<file path="config.mk">
export PLATFORM = sky130hd
export DESIGN_NAME = write_back_multi
export DESIGN_NICKNAME = d
export VERILOG_FILES = /design/src/rtl/write_back_multi_pkg.sv /design/src/rtl/wb_bypass_history.sv /design/src/rtl/write_back_multi.sv
export SDC_FILE = /design/constraint.sdc
export NUM_CORES = 1
export LEC_CHECK = 0
export CAP_MARGIN = 25
export CORE_MARGIN = 2
export CORE_UTILIZATION = 32
export CTS_BUF_LIST = sky130_fd_sc_hd__clkbuf_8
export CTS_CLUSTER_SIZE = 25
export DETAILED_ROUTE_END_ITERATION = 12
export GPL_TIMING_DRIVEN = 0
export PLACE_DENSITY_LB_ADDON = 0.1
export SLEW_MARGIN = 0
export SYNTH_ARGS = -nofsm -noshare
export SYNTH_HDL_FRONTEND = slang
export SYNTH_SLANG_ARGS = --single-unit
</file>
<file path="constraint.sdc">
create_clock -name clk -period 4 [get_ports clk]
set_clock_uncertainty 0.05 [all_clocks]
set_input_delay 0.8 -clock clk [delete_from_list [all_inputs] [get_ports clk]]
set_output_delay 0.8 -clock clk [all_outputs]
set_load 0.05 [all_outputs]
</file>
<file path="src/rtl/write_back_multi_pkg.sv">
// Shared micro-op types for the multi-lane write-back stage.
// Covers register, value, flags and exception codes plus the stage FSM states.
package write_back_multi_pkg;
  typedef logic [4:0]  reg_t;
  typedef logic [31:0] val_t;
  typedef logic [3:0]  flags_t;
  typedef logic [3:0]  ex_t;

  localparam ex_t EX_NONE = '0;

  typedef enum logic [0:0] {
    WB_RUN  = 1'b0,
    WB_TRAP = 1'b1
  } wb_state_t;
endpackage

</file>
<file path="src/rtl/wb_bypass_history.sv">
// Shift register of retired results for operand forwarding.
// Entry 0 is the newest; clear_i drops every entry to invalid.
module wb_bypass_history
  import write_back_multi_pkg::*;
#(
  parameter int LANES        = 2,
  parameter int BYPASS_DEPTH = 2
) (
  input  logic                                  clk,
  input  logic                                  clear_i,
  input  logic [LANES-1:0]                      valid_i,
  input  reg_t [LANES-1:0]                      r_i,
  input  val_t [LANES-1:0]                      val_i,
  output logic [BYPASS_DEPTH-1:0][LANES-1:0]    valid_o,
  output reg_t [BYPASS_DEPTH-1:0][LANES-1:0]    r_o,
  output val_t [BYPASS_DEPTH-1:0][LANES-1:0]    val_o
);

  logic [BYPASS_DEPTH-1:0][LANES-1:0] valid_q;
  reg_t [BYPASS_DEPTH-1:0][LANES-1:0] r_q;
  val_t [BYPASS_DEPTH-1:0][LANES-1:0] val_q;

  always_ff @(posedge clk) begin
    if (clear_i) begin
      valid_q <= '0;
      r_q     <= '0;
      val_q   <= '0;
    end else begin
      valid_q[0] <= valid_i;
      r_q[0]     <= r_i;
      val_q[0]   <= val_i;
      for (int d = 1; d < BYPASS_DEPTH; d++) begin
        valid_q[d] <= valid_q[d-1];
        r_q[d]     <= r_q[d-1];
        val_q[d]   <= val_q[d-1];
      end
    end
  end

  assign valid_o = valid_q;
  assign r_o     = r_q;
  assign val_o   = val_q;

endmodule

</file>
<file path="src/rtl/write_back_multi.sv">
// Multi-lane write-back: in-order retire, register-file writes, flags,
// forwarding history and precise capture of the oldest exception.
module write_back_multi
  import write_back_multi_pkg::*;
#(
  parameter int LANES        = 2,
  parameter int BYPASS_DEPTH = 2
) (
  input  logic                                         clk,
  input  logic                                         rst,
  input  logic [LANES-1:0]                             in_valid,
  input  reg_t [LANES-1:0]                             in_rd,
  input  val_t [LANES-1:0]                             in_rd_val,
  input  logic [LANES-1:0]                             in_flags_valid,
  input  flags_t [LANES-1:0]                           in_flags,
  input  ex_t [LANES-1:0]                              in_ex,
  output logic                                         stall,
  output logic [LANES-1:0]                             wr_en,
  output reg_t [LANES-1:0]                             wr_addr,
  output val_t [LANES-1:0]                             wr_val,
  output logic [BYPASS_DEPTH-1:0][LANES-1:0]           byp_valid,
  output reg_t [BYPASS_DEPTH-1:0][LANES-1:0]           byp_r,
  output val_t [BYPASS_DEPTH-1:0][LANES-1:0]           byp_val,
  output flags_t                                       byp_flags,
  output logic                                         byp_flags_valid,
  output logic                                         trap_valid,
  output ex_t                                          trap_ex,
  output logic [((LANES > 1) ? $clog2(LANES) : 1)-1:0] trap_lane,
  input  logic                                         trap_ack,
  output logic                                         flush
);

  localparam int LW = (LANES > 1) ? $clog2(LANES) : 1;

  wb_state_t       state_q, state_d;
  flags_t          flags_q, flags_d;
  ex_t             trap_ex_q, trap_ex_d;
  logic [LW-1:0]   trap_lane_q, trap_lane_d;
  logic            flush_q, flush_d;

  logic            run;
  logic            ex_found;
  logic [LW-1:0]   ex_lane;
  ex_t             ex_code;
  logic [LANES-1:0] commit;
  logic [LANES-1:0] wr_en_c;
  logic [LANES-1:0] hist_valid;
  reg_t [LANES-1:0] hist_r;
  val_t [LANES-1:0] hist_val;

  assign run = (state_q == WB_RUN);

  // Lanes at or after the oldest exception are masked out of commit.
  always_comb begin
    ex_found = 1'b0;
    ex_lane  = '0;
    ex_code  = EX_NONE;
    commit   = '0;
    for (int i = 0; i < LANES; i++) begin
      if (run && in_valid[i] && !ex_found) begin
        if (in_ex[i] != EX_NONE) begin
          ex_found = 1'b1;
          ex_lane  = LW'(i);
          ex_code  = in_ex[i];
        end else begin
          commit[i] = 1'b1;
        end
      end
    end
  end

  // Younger lane wins a same-rd conflict; history still keeps both.
  always_comb begin
    wr_en_c = '0;
    flags_d = flags_q;
    for (int i = 0; i < LANES; i++) begin
      wr_en_c[i] = commit[i] && (in_rd[i] != '0);
      if (commit[i] && in_flags_valid[i]) flags_d = in_flags[i];
    end
    for (int i = 0; i < LANES; i++) begin
      for (int j = i + 1; j < LANES; j++) begin
        if (commit[j] && (in_rd[j] == in_rd[i])) wr_en_c[i] = 1'b0;
      end
    end
  end

  always_comb begin
    hist_valid = '0;
    hist_r     = '0;
    hist_val   = '0;
    if (run) begin
      hist_r   = in_rd;
      hist_val = in_rd_val;
      for (int i = 0; i < LANES; i++) begin
        hist_valid[i] = commit[i] && (in_rd[i] != '0);
      end
    end
  end

  always_comb begin
    state_d     = state_q;
    flush_d     = 1'b0;
    trap_ex_d   = trap_ex_q;
    trap_lane_d = trap_lane_q;
    unique case (state_q)
      WB_RUN: begin
        if (ex_found) begin
          state_d     = WB_TRAP;
          flush_d     = 1'b1;
          trap_ex_d   = ex_code;
          trap_lane_d = ex_lane;
        end
      end
      WB_TRAP: begin
        if (trap_ack) state_d = WB_RUN;
      end
      default: state_d = WB_RUN;
    endcase
  end

  always_ff @(posedge clk) begin
    if (rst) begin
      state_q     <= WB_RUN;
      flags_q     <= '0;
      trap_ex_q   <= EX_NONE;
      trap_lane_q <= '0;
      flush_q     <= 1'b0;
    end else begin
      state_q     <= state_d;
      flags_q     <= flags_d;
      trap_ex_q   <= trap_ex_d;
      trap_lane_q <= trap_lane_d;
      flush_q     <= flush_d;
    end
  end

  wb_bypass_history #(
    .LANES        (LANES),
    .BYPASS_DEPTH (BYPASS_DEPTH)
  ) u_hist (
    .clk     (clk),
    .clear_i (rst),
    .valid_i (hist_valid),
    .r_i     (hist_r),
    .val_i   (hist_val),
    .valid_o (byp_valid),
    .r_o     (byp_r),
    .val_o   (byp_val)
  );

  assign stall           = (state_q == WB_TRAP);
  assign trap_valid      = (state_q == WB_TRAP);
  assign wr_en           = wr_en_c;
  assign wr_addr         = in_rd;
  assign wr_val          = in_rd_val;
  assign byp_flags       = flags_q;
  assign byp_flags_valid = 1'b1;
  assign trap_ex         = trap_ex_q;
  assign trap_lane       = trap_lane_q;
  assign flush           = flush_q;

endmodule

</file>
==> impl_results.md <==
* Vias/cell at 4.14
* DRT Pass-1 Iters at 4
* Setup Total Neg Slack at 0 ps
* Total gr overflow at 0
* Crit path kind: input port to output port
* Worst Tran Pin Value at 617 ps
* Core Area at 16400 um^2
* Largest family of logic cells by synthesized area: simple AND/OR/NAND/NOR gates
* Post-synthesis simple-gate area fraction at 0.206
* Crit path required time at 3150 ps
* Worst vdd ir at 0.190 mV
* Post-route ant nets at 0
* Antenna violations before repair at 0
* Post-CTS Setup Bufs at 0
* Max Slew Vio Count at 0
* Largest net degree at the start of global routing at 17
* Cts hold-fix bufs at 0
* Post-layout nets at 929
* Port bufs at 335
* Worst relative slew slack at 0.589
* Clk slew on worst S/H paths at 80 ps
* Vias in the first global route at 4438
* Starting density of the core at 0.324
* Maximum level of the CTS H-tree at 4
* Vias after detailed routing at 4402
* CTS Root Cell: clkbuf_8
* DP HPWL at 12.6 mm
* Worst-case reg-to-reg path depth at 5
* First-pass GRT wire length at 24.2 mm
* Area Growth Syn to Fin at 75.0%
* Layout cells sized above 1 at 0.132
* Sequential element share of the synthesized area at 0.614
* Total of max-cap violations at 0
* Crit Reg-Reg Startpoint: stall
* CTS sink count at 163
* Worst Min Path Start: u_hist.valid_o[1]
* Synth Register Bits at 163
* Post-synthesis compound-gate area fraction at 0.0450
* Drt initial violations at 154
* Xor/xnor share of the synthesized area at 0.00824
* Max Clock Freq at 0.270 GHz
* Endpoint class of the critical path: output port
* Clock tree from TritonCTS: built
* Syn Inst Count at 478
* Total die area at 17700 um^2
* Post-route DRC at 0
* Yosys warns at 0
* Placer Congestion at slightly below 0.9
* LEAKAGE at 3.65 nW
* Clk Latency, worst-skew pair at 440 ps
* Num CTS Buffers at 17
* Synthesized cell area at 5320 um^2
* CP Max Fanout at 10
* GR Util All Layers at 0.180
* Min-Delay Path Depth at 1
* Wire per inst at 14.8 um
* Status: finished clean
* Final worst path period need at approximately 3700 ps
* R2R setup slack at 2140 ps
* Distinct cells, synth at 32
* Die height at 133 um
* Worst hold path type: flip-flop to flip-flop
* PwrDens at 406 nW/um^2
* Net count after synthesis at 575
* Critical path data arrival time at 2860 ps
* Adder-cell share of the synthesized area at 0
* R2r endpoint: byp_flags[0]
* Syn Area/Cell at 11.1 um^2
* Setup-failing EPs final at 0
* Drt total wl at 15.8 mm
* Hold Violations, Final at 0
* Mux contribution to synthesized area at 0
* Rows at 47
* CTS Buffer Depth at 2
* Ports at 338
* Antenna diode count at 0
* Worst setup SP type: input port
* Worst hold endpoint: u_hist.valid_o[3]
* Die X at 133 um
* # fillers at 1421
* RSZ-0062 raised after global routing: no
* Final period util at 0.927
* Design Power at roughly 3.8 mW
==> synth_stat cells <==
master,instances,area share
inv_1,4,0.0028
dfxtp_1,163,0.61
nand3b_1,2,0.0028
conb_1,1,0.00071
a311oi_1,4,0.0066
a211oi_1,2,0.0028
buf_2,1,0.00094
a41oi_1,1,0.0016
a22oi_1,1,0.0014
nand2b_1,3,0.0035
a211o_1,1,0.0016
nor2b_1,78,0.092
nor4_1,1,0.0012
nor3_1,3,0.0028
clkbuf_1,20,0.014
nor4_2,1,0.0024
or4_4,1,0.0021
xor2_1,3,0.0049
nand4_1,4,0.0047
clkbuf_2,1,0.00094
o32ai_1,4,0.0066
o211ai_1,2,0.0028
and2_1,74,0.087
nor2_1,3,0.0021
o21ai_0,4,0.0038
a221oi_1,4,0.0066
a2111oi_0,5,0.0082
nand2_1,4,0.0028
a21oi_1,3,0.0028
buf_4,76,0.11
xnor2_1,2,0.0033
or4_1,2,0.0028
==> area by class of cell <==
class                   instances  area (um^2)  area share
well taps                     220          275      0.0296
flip-flops and latches        163         3260       0.351
repair buffers                335         3350       0.360
clock buffers                  21          289      0.0311
multi-input cells             213         1400       0.150
clock inverters                 9         57.6     0.00619
inverters                       4         15.0     0.00161
plain buffers                  98          656      0.0705
==> per-layer routing <==
metal,routed length (um),up-vias,track usage,part of all wire
li1,-,2160,-,-
met1,5750,1988,0.187,0.36
met2,8120,229,0.322,0.51
met3,1530,25,0.0693,0.097
met4,381,0,0.0771,0.024
met5,0,-,0,0
==> metrics by stage <==
stage               worst slack [ps]  hold slack (ps)   util  cells  cell area [um^2]
global route                     164              424  0.567   1063              9300
floorplan                        689              635      -    478              5320
finish                           292              411  0.567   1063              9300
global placement                -196              395  0.545   1033              8940
CTS                             89.9              410  0.567   1063              9310
detailed placement              -234              398  0.545   1033              8940
==> where the power goes <==
part	leakage, nW	total, mW	internal, mW	switching [mW]
sequential	1.34	1.74	1.70	0.0335
clock	0.173	1.05	0.484	0.569
combinational	2.14	0.990	0.382	0.608
total	3.65	3.78	2.57	1.21
==> cell families after synthesis <==
| kind of cell | after synthesis |
|---|---|
| simple gates | 176 |
| other cells | 1 |
| compound gates | 31 |
| flops | 163 |
| xor+xnor | 5 |
| buf+inv | 102 |
==> critical path: stages <==
cell,delay [ps]
clkdlybuf4s50_1,500
nor2b_1,130
clkbuf_1,270
clkbuf_1,430
o211ai_1,190
a41oi_1,200
clkbuf_2,330
==> cells in the final DEF (no fill, tap or decap), types with 5 or more instances in the layout <==
cell type and instances:
dfxtp_1 163, inv_1 5, and2_1 74, clkdlybuf4s50_1 333, clkbuf_8 21, a2111oi_0 5, clkbuf_1 20, buf_4 76
nor2b_1 78
==> timing repair <==
action | CTS | global route
endpoints found under the setup margin | 2 | 2
gates cloned | 0 | 0
pin swaps | 0 | 1
resized for setup | 3 | 4
==> how the worst max path moves through the flow <==
stage	slack (ps)	from	to
after floorplan	690	in_ex[2]	wr_en[0]
after global placement	-200	in_ex[2]	wr_en[0]
after detailed placement	-230	in_ex[2]	wr_en[0]
after CTS	90	in_valid[0]	wr_en[0]
after global routing	160	in_valid[0]	wr_en[0]
final	290	in_valid[0]	wr_en[0]
==> registers in the layout, summed over array words and instances (netlist names) <==
signal and cells:
u_hist.r_o 20, u_hist.val_o 128, flush 1, byp_flags 4
u_hist.valid_o 4, trap_ex 4, trap_lane 1, stall 1
Power figures use the tool's default switching activity.
